`config.mk`:
```
export PLATFORM = sky130hd
export DESIGN_NAME = regfile_wb_arbiter
export DESIGN_NICKNAME = d
export VERILOG_FILES = /design/src/rtl/regfile_wb_arbiter.sv
export SDC_FILE = /design/constraint.sdc
export NUM_CORES = 1
export LEC_CHECK = 0
export BUFFER_PORTS_ARGS = -buffer_cell sky130_fd_sc_hd__buf_4
export CORE_ASPECT_RATIO = 2
export CORE_MARGIN = 5
export CORE_UTILIZATION = 53
export CTS_CLUSTER_DIAMETER = 80
export DETAILED_ROUTE_END_ITERATION = 10
export PLACE_DENSITY = 0.82
export SETUP_SLACK_MARGIN = 0.5
export SYNTH_ARGS = -nofsm -noshare
export SYNTH_HDL_FRONTEND = slang
export SYNTH_SLANG_ARGS = --single-unit
```
`constraint.sdc`:
```
create_clock -name clk -period 4 [get_ports clk]
set_input_delay 0.6 -clock clk [delete_from_list [all_inputs] [get_ports clk]]
set_output_delay 0.6 -clock clk [all_outputs]
set_load 0.03 [all_outputs]
```
`src/rtl/regfile_wb_arbiter.sv`:
```
// Write-port arbiter for a 32x32 register file.
// Requester A (in-order ALU writeback) always wins the port; requester B
// (late load writeback) is queued in a small FIFO and drains in the gaps.
// An A write to a register kills any queued load to that same register so a
// stale load can never overwrite newer ALU data. pend_mask lets decode stall
// on registers whose load result is still queued.
module regfile_wb_arbiter #(
  parameter int XLEN         = 32,
  parameter int DEPTH        = 2,
  parameter int STARVE_LIMIT = 4
) (
  input  logic            clk,
  input  logic            rst_n,
  input  logic            a_valid,
  input  logic [4:0]      a_addr,
  input  logic [XLEN-1:0] a_data,
  input  logic            b_valid,
  output logic            b_ready,
  input  logic [4:0]      b_addr,
  input  logic [XLEN-1:0] b_data,
  output logic            wen,
  output logic [4:0]      addrW,
  output logic [XLEN-1:0] dataW,
  output logic            stall_a,
  output logic [31:0]     pend_mask
);

  localparam int AW = $clog2(DEPTH);
  localparam int CW = $clog2(DEPTH + 1);
  localparam int SW = $clog2(STARVE_LIMIT + 1);

  // FIFO payload storage (no reset needed: only read while the slot is live)
  logic [4:0]      fifo_addr_reg [DEPTH];
  logic [XLEN-1:0] fifo_data_reg [DEPTH];

  // FIFO control state
  logic [DEPTH-1:0] fifo_valid_reg;
  logic [DEPTH-1:0] fifo_kill_reg;
  logic [AW-1:0]    wr_ptr_reg;
  logic [AW-1:0]    rd_ptr_reg;
  logic [CW-1:0]    count_reg;

  // Starvation tracking
  logic [SW-1:0]    starve_reg;
  logic [SW-1:0]    starve_next;
  logic             stall_reg;

  // Registered write port
  logic             wen_reg;
  logic [4:0]       addr_w_reg;
  logic [XLEN-1:0]  data_w_reg;

  // Decoded per-cycle events
  logic             full;
  logic             empty;
  logic             push;
  logic             a_win;
  logic             pop;
  logic [4:0]       head_addr;
  logic [XLEN-1:0]  head_data;
  logic             head_kill;
  logic             push_kill;
  logic [DEPTH-1:0] a_hit;
  logic [31:0]      pend_bits;

  assign full      = (count_reg == CW'(DEPTH));
  assign empty     = (count_reg == '0);
  assign b_ready   = !full;
  assign push      = b_valid && !full;
  // A write to x0 is architecturally a no-op and leaves the port free.
  assign a_win     = a_valid && (a_addr != 5'd0);
  assign pop       = !a_win && !empty;
  assign head_addr = fifo_addr_reg[rd_ptr_reg];
  assign head_data = fifo_data_reg[rd_ptr_reg];
  assign head_kill = fifo_kill_reg[rd_ptr_reg];
  // The entry being enqueued counts as older than a simultaneous A write.
  assign push_kill = (b_addr == 5'd0) || (a_win && (b_addr == a_addr));

  // Per-slot match against the register A is writing this cycle.
  for (genvar gi = 0; gi < DEPTH; gi++) begin : g_hit
    assign a_hit[gi] = a_win && (fifo_addr_reg[gi] == a_addr);
  end

  // Store the payload of an accepted load into the tail slot.
  always_ff @(posedge clk) begin
    if (push) begin
      fifo_addr_reg[wr_ptr_reg] <= b_addr;
      fifo_data_reg[wr_ptr_reg] <= b_data;
    end
  end

  // Track slot validity and kill flags; push and pop never target the same slot
  // because a full FIFO refuses pushes and an empty FIFO never pops.
  always_ff @(posedge clk or negedge rst_n) begin
    if (!rst_n) begin
      fifo_valid_reg <= '0;
      fifo_kill_reg  <= '0;
    end else begin
      for (int i = 0; i < DEPTH; i++) begin
        if (push && (wr_ptr_reg == AW'(i))) begin
          fifo_valid_reg[i] <= 1'b1;
          fifo_kill_reg[i]  <= push_kill;
        end else begin
          if (pop && (rd_ptr_reg == AW'(i))) begin
            fifo_valid_reg[i] <= 1'b0;
          end
          if (a_hit[i]) begin
            fifo_kill_reg[i] <= 1'b1;
          end
        end
      end
    end
  end

  // Advance FIFO pointers (wrap modulo DEPTH) and occupancy.
  always_ff @(posedge clk or negedge rst_n) begin
    if (!rst_n) begin
      wr_ptr_reg <= '0;
      rd_ptr_reg <= '0;
      count_reg  <= '0;
    end else begin
      if (push) begin
        wr_ptr_reg <= wr_ptr_reg + AW'(1);
      end
      if (pop) begin
        rd_ptr_reg <= rd_ptr_reg + AW'(1);
      end
      count_reg <= count_reg + CW'(push) - CW'(pop);
    end
  end

  // Count cycles the FIFO head is left waiting, saturating at the limit.
  always_comb begin
    starve_next = starve_reg;
    if (empty || pop) begin
      starve_next = '0;
    end else if (starve_reg != SW'(STARVE_LIMIT)) begin
      starve_next = starve_reg + SW'(1);
    end
  end

  // Register the counter and derive stall_a from the value being loaded so the
  // stall drops on the same edge as the pop that relieves the head.
  always_ff @(posedge clk or negedge rst_n) begin
    if (!rst_n) begin
      starve_reg <= '0;
      stall_reg  <= 1'b0;
    end else begin
      starve_reg <= starve_next;
      stall_reg  <= (starve_next == SW'(STARVE_LIMIT));
    end
  end

  // Drive the register-file write port: A first, then the FIFO head.
  always_ff @(posedge clk or negedge rst_n) begin
    if (!rst_n) begin
      wen_reg    <= 1'b0;
      addr_w_reg <= '0;
      data_w_reg <= '0;
    end else if (a_win) begin
      wen_reg    <= 1'b1;
      addr_w_reg <= a_addr;
      data_w_reg <= a_data;
    end else if (pop) begin
      wen_reg <= !head_kill;
      if (!head_kill) begin
        addr_w_reg <= head_addr;
        data_w_reg <= head_data;
      end
    end else begin
      wen_reg <= 1'b0;
    end
  end

  // Collect destinations of live, non-killed entries.
  always_comb begin
    pend_bits = '0;
    for (int i = 0; i < DEPTH; i++) begin
      if (fifo_valid_reg[i] && !fifo_kill_reg[i]) begin
        pend_bits[fifo_addr_reg[i]] = 1'b1;
      end
    end
  end

  assign pend_mask = {pend_bits[31:1], 1'b0};
  assign wen       = wen_reg;
  assign addrW     = addr_w_reg;
  assign dataW     = data_w_reg;
  assign stall_a   = stall_reg;

endmodule

```
==> flow_metrics.env, run 1 <==
export IMPL_status="finished, final reports clean"
export IMPL_synth_adder_area_share_pct=0.655
export IMPL_tightest_slew_ns=1.12
export IMPL_seq_area_frac_synth_pct=60.6
export IMPL_fin_worst_skew_ns=0.00601
export IMPL_cp_required_ns=3.40
export IMPL_clkTransAtPathRegs_ns=0.05
export IMPL_synth_cell_type_count=45
export IMPL_finalSetupViolations=0
export IMPL_intPower_uw=3670
export IMPL_die_x_um=83.6
export IMPL_syn_inst=450
export IMPL_nNetsFinal=666
export IMPL_nFillCells=719
export IMPL_syn_area_per_cell_um2=12.7
export IMPL_final_core_util_pct=71.0
export IMPL_cts_repair_resized=0
export IMPL_clock_sinks=124
export IMPL_synth_edf_count=74
export IMPL_ctsHoldBuffers=0
export IMPL_relSlewSlack_pct=24.8
export IMPL_grt_setup_unrepaired="false"
export IMPL_ant_nets=0
export IMPL_vias=4156
export IMPL_crit_fanout=10
export IMPL_area_growth_pct=30.5
export IMPL_tns_ns=0
export IMPL_synthTopCellsByArea="edfxtp_1, dfrtp_1, mux2_2"
export IMPL_die_area_um2=13100
export IMPL_hpwl_mm=10.3
export IMPL_max_stage_delay_ns=0.57
export IMPL_firstDrtPassIters=5
export IMPL_power_switching_uw=1980
export IMPL_crit_type="flip-flop to output pin"
export IMPL_totalWireLength_mm=14.3
export IMPL_synthTopCellsByCount="edfxtp_1, nand2_1, dfrtp_1"
export IMPL_drv_slew=0
export IMPL_grt_max_degree=51
export IMPL_ys_flop_type="edfxtp_1"
export IMPL_yosysWarnings=0
export IMPL_synth_simple_area_share_pct=9.58
export IMPL_swShare_pct=35.0
export IMPL_drv_cap=0
export IMPL_fmax_mhz=395
export IMPL_post_cts_setup_buffers=0
export IMPL_largest_register_ff_count=64
export IMPL_gr_total_overflow=0
export IMPL_fp_coreArea_um2=10500
export IMPL_syn_area_um2=5730
export IMPL_instances_no_fill=736
export IMPL_clk_latency_ns=0.41
export IMPL_path_cells="or3b_2 > o22ai_1 > buf_4"
export IMPL_yosysMostFrequentCell="edfxtp_1"
export IMPL_p_per_area_nw_per_um2=755
export IMPL_ff2ff_path_depth=5
export IMPL_async_reset_ff_share_pct=40.3
export IMPL_antenna_found_initial=0
export IMPL_cp_arrival_ns=1.93
export IMPL_place_congestion=0.899
export IMPL_tritoncts="done"
export IMPL_hold_viol=0
export IMPL_endpoint_kind="output pin"
export IMPL_dp_cells=703
export IMPL_synth_seq_cells=124
export IMPL_power_leakage_uw=0.00314
export IMPL_final_min_clock_period_ns=2.53
export IMPL_comb_power_share_pct=35.6
export IMPL_cts_path_max_buffers=2
export IMPL_cp_top_family="simple AND/OR/NAND/NOR gates"
export IMPL_critical_path_depth=3
export IMPL_syn_num_nets=531
export IMPL_wire_per_inst_um=19.4
export IMPL_synth_compound_gate_area_share_pct=8.36
export IMPL_p_total_uw=5650
export IMPL_synth_top_family_by_area="multiplexers"
export IMPL_netlist_area_leader_share_pct=38.8
export IMPL_sequentialPowerShare_pct=36.8
export IMPL_grt_first_pass_wirelength_mm=22.3
export IMPL_clock_power_share_pct=27.5
export IMPL_h_tree_depth=4
export IMPL_drt_iter0_drc=252
export IMPL_start_util_pct=54.4
export IMPL_ios=150
export IMPL_timing_hold_ws_ns=0.240
export IMPL_synth_top_cell_by_area="edfxtp_1"
export IMPL_port_buffer_count=148
export IMPL_die_h_um=157
export IMPL_drc_errors=0
export IMPL_min_period_over_period_pct=63.2
export IMPL_viasPerCell=5.65
export IMPL_row_count=53
export IMPL_start_kind="flip-flop"
export IMPL_synth_xor_area_share_pct=2.75
export IMPL_synthMuxAreaShare_pct=14.3
export IMPL_crit_slowest_cell="or3b_2"
export IMPL_track_usage_pct=22.1
export IMPL_irDropWorstVdd_mv=0.488
export IMPL_cts_root_buf="clkbuf_16"
export IMPL_path_buf_inv=1
export IMPL_drive_above_1_share_pct=39.1
export IMPL_grt_pass1_vias=4426
export IMPL_hp_class="primary input to asynchronous set/reset pin"
export IMPL_cts_buffers=17
==> power by group through the flow <==
stage | logic [uW] | registers (uW) | clock network (uW)
2_1_floorplan | 1260 | 2230 | 0
6_report | 2010 | 2080 | 1560
3_3_place_gp | 1960 | 2080 | 0
3_5_place_dp | 2020 | 2100 | 0
4_1_cts | 2040 | 2080 | 1580
5_1_grt | 2150 | 2120 | 1640
==> layer usage <==
metal / GRT usage, % / vias up / routed length [um]
met2: 42.2 / 171 / 8370
met4: 12.7 / 0 / 458
met5: 0 / - / 0
met3: 5.08 / 33 / 775
li1: - / 1916 / -
met1: 21.4 / 2036 / 4700
==> final cells by class <==
cell class / count / area (um2) / share of cell area, %
repair buffers: 150 / 1130 / 15.1
well taps: 137 / 171 / 2.29
clock inverters: 8 / 70.1 / 0.936
inverters: 3 / 11.3 / 0.151
flip-flops and latches: 124 / 3470 / 46.4
clock buffers: 24 / 557 / 7.44
multi-input cells: 289 / 2070 / 27.7
diodes: 1 / 2.50 / 0.0334
==> layout by cell type (no fill, tap or decap), types with 3 or more instances in the layout <==
cell type and instances:
buf_4 150, edfxtp_1 74, nand2_1 51, dfrtp_1 49, mux2i_1 39, mux2_2 38
o22ai_1 30, o21ai_1 21, clkbuf_16 21, nor2_1 18, o21ai_0 18, xor2_1 12
nand3b_1 8, xnor2_1 6, or3_1 5, nand2b_1 4, clkinv_2 4, nand3_1 3
or3b_2 3, inv_1 3, nor3_1 3, ha_1 3
==> stage by stage <==
stage                     setup WS, ns  instance area, um2
after floorplan                  0.941                5730
after global placement            1.55                6850
after detailed placement          1.43                6850
after CTS                         1.45                7480
after global routing              1.29                7480
final                             1.47                7480
==> worst paths after layout <==
kind                                startpoint              endpoint  slack, ns
max                        fifo_addr_reg[0][4]          pend_mask[6]       1.47
max in group asynchronous                rst_n            rd_ptr_reg       3.27
min reg2reg                  fifo_valid_reg[0]     fifo_valid_reg[0]       0.50
max reg2reg                         rd_ptr_reg             dataW[27]       1.47
min in group clk                    b_data[28]  fifo_data_reg[1][28]       0.38
min                                      rst_n              dataW[6]       0.24
==> logic make-up after synthesis <==
family / Yosys count
simple gates: 109
other cells: 1
compound gates: 81
mux: 77
fa+ha+maj: 3
xor+xnor: 18
buf+inv: 37
flops: 124
(Power assumes the default switching activity.)
==> run 2: changes to the inputs <==
- ABC_AREA: unset -> 1
- clock period: 4 -> 2.55 ns (I/O delays scaled with it)
==> run 2 against run 1 <==
Register-to-register slack worse by 0.91 ns. Combinational power is 93% higher. Largest power group is now combinational logic. Total power is 66% higher. Sequential share of layout area is 3.3 points lower. Hold slack worse by 0.24 ns. Core utilization is 0.79 points higher. First-iteration DRC count is 27% higher. Via count is 22% higher. Clock skew is 0.0043 ns higher. Global-route usage is 3.2 points higher.
==> flow_metrics.env, run 2 <==
export IMPL_hold_viol=0
export IMPL_ant_nets=0
export IMPL_power_leakage_uw=0.00374
export IMPL_area_growth_pct=34.8
export IMPL_antenna_cells=0
export IMPL_synth_edf_count=74
export IMPL_dp_cells=886
export IMPL_vias=5091
export IMPL_seq_area_frac_synth_pct=58.2
export IMPL_drv_cap=0
export IMPL_multi_input_area_um2=2140
export IMPL_fin_worst_skew_ns=0.0103
export IMPL_p_per_area_nw_per_um2=1160
export IMPL_final_cell_mix="nand2_1, buf_4, edfxtp_1, inv_1, dfrtp_1"
export IMPL_firstDrtPassIters=5
export IMPL_grt_max_degree=51
export IMPL_final_min_clock_period_ns=2.09
export IMPL_wire_per_inst_um=18.4
export IMPL_netlist_area_leader_share_pct=37.2
export IMPL_syn_area_per_cell_um2=9.68
export IMPL_cts_root_buf="clkbuf_16"
export IMPL_tns_ns=0
export IMPL_crit_type="flip-flop to output pin"
export IMPL_crit_fanout=7
export IMPL_track_usage_pct=25.3
export IMPL_ff2ff_path_depth=5
export IMPL_ios=150
export IMPL_min_period_over_period_pct=81.9
export IMPL_max_stage_delay_ns=0.42
export IMPL_hpwl_mm=12.6
export IMPL_async_reset_ff_share_pct=40.3
export IMPL_ys_flop_type="edfxtp_1"
export IMPL_largest_register_ff_count=64
export IMPL_p_total_uw=9370
export IMPL_grt_pass1_vias=5447
export IMPL_reg2reg_setup_slack_ns=0.56
export IMPL_irDropWorstVdd_mv=0.943
export IMPL_fmax_mhz=479
export IMPL_drc_errors=0
export IMPL_crit_slowest_cell="dfrtp_1"
export IMPL_cts_path_max_buffers=2
export IMPL_syn_num_nets=698
export IMPL_syn_inst=617
export IMPL_grt_setup_unrepaired="true"
export IMPL_worstReg2RegEnd="dataW[5]"
export IMPL_tritoncts="done"
export IMPL_clkTransAtPathRegs_ns=0.05
export IMPL_status="finished, final reports clean"
export IMPL_totalWireLength_mm=17.3
export IMPL_syn_area_um2=5970
export IMPL_path_buf_inv=1
export IMPL_die_area_um2=13600
export IMPL_drt_iter0_drc=319
export IMPL_die_h_um=160
export IMPL_port_buffer_count=148
export IMPL_nNetsFinal=865
export IMPL_synthTopCellsByCount="nand2_1, inv_1, edfxtp_1"
export IMPL_gr_total_overflow=0
export IMPL_fp_coreArea_um2=11200
export IMPL_endpoint_kind="output pin"
export IMPL_path_cells="nor2_4 > nand3_2 > o21ai_0 > buf_4"
export IMPL_synth_cell_type_count=32
export IMPL_cp_arrival_ns=1.71
export IMPL_synth_seq_cells=124
export IMPL_clk_latency_ns=0.41
export IMPL_cts_buffers=17
export IMPL_yosysWarnings=0
export IMPL_h_tree_depth=4
export IMPL_finalSetupViolations=0
export IMPL_cp_required_ns=2.17
export IMPL_synth_top_cell_by_area="edfxtp_1"
export IMPL_hp_class="primary input to asynchronous set/reset pin"
export IMPL_instances_no_fill=939
export IMPL_place_congestion=0.963
export IMPL_die_x_um=85.1
export IMPL_start_kind="flip-flop"
export IMPL_viasPerCell=5.42
export IMPL_start_util_pct=53.2
export IMPL_row_count=55
export IMPL_reg2reg_from="fifo_kill_reg[0]"
export IMPL_drive_above_1_share_pct=33.2
export IMPL_nFillCells=814
export IMPL_grt_first_pass_wirelength_mm=26.4
export IMPL_relSlewSlack_pct=40.3
export IMPL_register_area_um2=3470
export IMPL_clock_sinks=124
export IMPL_synthTopCellsByArea="edfxtp_1, dfrtp_1, nand2_1"
export IMPL_antenna_found_initial=0
export IMPL_tightest_slew_ns=0.891
export IMPL_yosysMostFrequentCell="nand2_1"
export IMPL_cp_top_family="simple AND/OR/NAND/NOR gates"
export IMPL_layout_commonest_cell="nand2_1"
export IMPL_drv_slew=0
==> run 2: cell types whose count changed after synthesis, moves of 17 or more <==
| cell | previous run | this run |
|---|---|---|
| inv_1 | 3 | 76 |
| mux2_2 | 38 | 0 |
| mux2i_1 | 39 | 0 |
| nand2_1 | 51 | 194 |
| nand3_1 | 3 | 51 |
| o211ai_1 | 0 | 17 |
| o211ai_2 | 0 | 20 |
| o21ai_1 | 21 | 3 |
| o22ai_1 | 30 | 4 |
==> run 2: worst reg2reg max path, stage by stage, from the launching register on <==
cell,delay [ns]
dfrtp_1,0.41
inv_1,0.12
o21ai_2,0.10
o21ai_4,0.70
buf_4,0.40
o211ai_1,0.14
==> run 2: area by class of cell <==
type	instances	share of cell area, %
flip-flops and latches	124	43.2
inverters	78	3.64
multi-input cells	385	26.6
clock inverters	9	1.01
well taps	142	2.21
clock buffers	23	6.22
repair buffers	178	17.1
==> run 2: worst max path at each step <==
stage	startpoint	slack, ns	to	cells past startpoint
2_1_floorplan	count_reg[1]	0.61	fifo_addr_reg[0][0]	3
5_1_grt	fifo_addr_reg[0][0]	0.37	pend_mask[17]	7
6_report	fifo_kill_reg[1]	0.46	pend_mask[6]	4
4_1_cts	fifo_kill_reg[1]	0.46	pend_mask[20]	4
3_5_place_dp	a_addr[2]	0.51	count_reg[1]	9
3_3_place_gp	a_addr[1]	0.54	count_reg[1]	10
==> run 2: through the flow <==
step,util [%],area [um2],hold WS [ns],worst slack (ns)
2_1_floorplan,-,5970,0.0869,0.610
3_3_place_gp,63.8,7160,0.444,0.542
3_5_place_dp,63.8,7160,0.453,0.513
4_1_cts,71.1,7970,0.0248,0.464
5_1_grt,71.8,8050,0.0560,0.373
6_report,71.8,8050,0.00342,0.461
==> run 2: cells by family after synthesis <==
| logic type | share of synthesized area, % |
|---|---|
| other | 0.0628 |
| xor gates and xnor gates | 2.93 |
| DFF | 58.2 |
| buffers and inverters | 8.25 |
| adders and majority gates | 0.629 |
| AOI/OAI and AO/OA | 10.1 |
| and+or+nand+nor | 19.8 |
==> run 2: metal layers <==
layer	global-route usage [%]	vias up	wire length (um)
met3	5.27	92	1050
met4	18.5	0	1280
met2	47.2	267	9580
li1	-	2358	-
met5	0	-	0
met1	22.9	2374	5340
==> run 2: timing repair <==
action | in CTS | in global routing
endpoints found under the setup margin | 31 | 31
cloned | 0 | 0
resized for setup | 24 | 22
hold buffers | 0 | 0
pin swaps | 3 | 4
buffers inserted | 17 | 4
==> run 2: where the power goes <==
group	internal [uW]	total (uW)	switching [uW]	leakage, uW
registers	2830	3190	361	0.00130
clock network	1480	2310	828	0.000284
logic	1300	3870	2570	0.00216
total	5600	9370	3760	0.00374
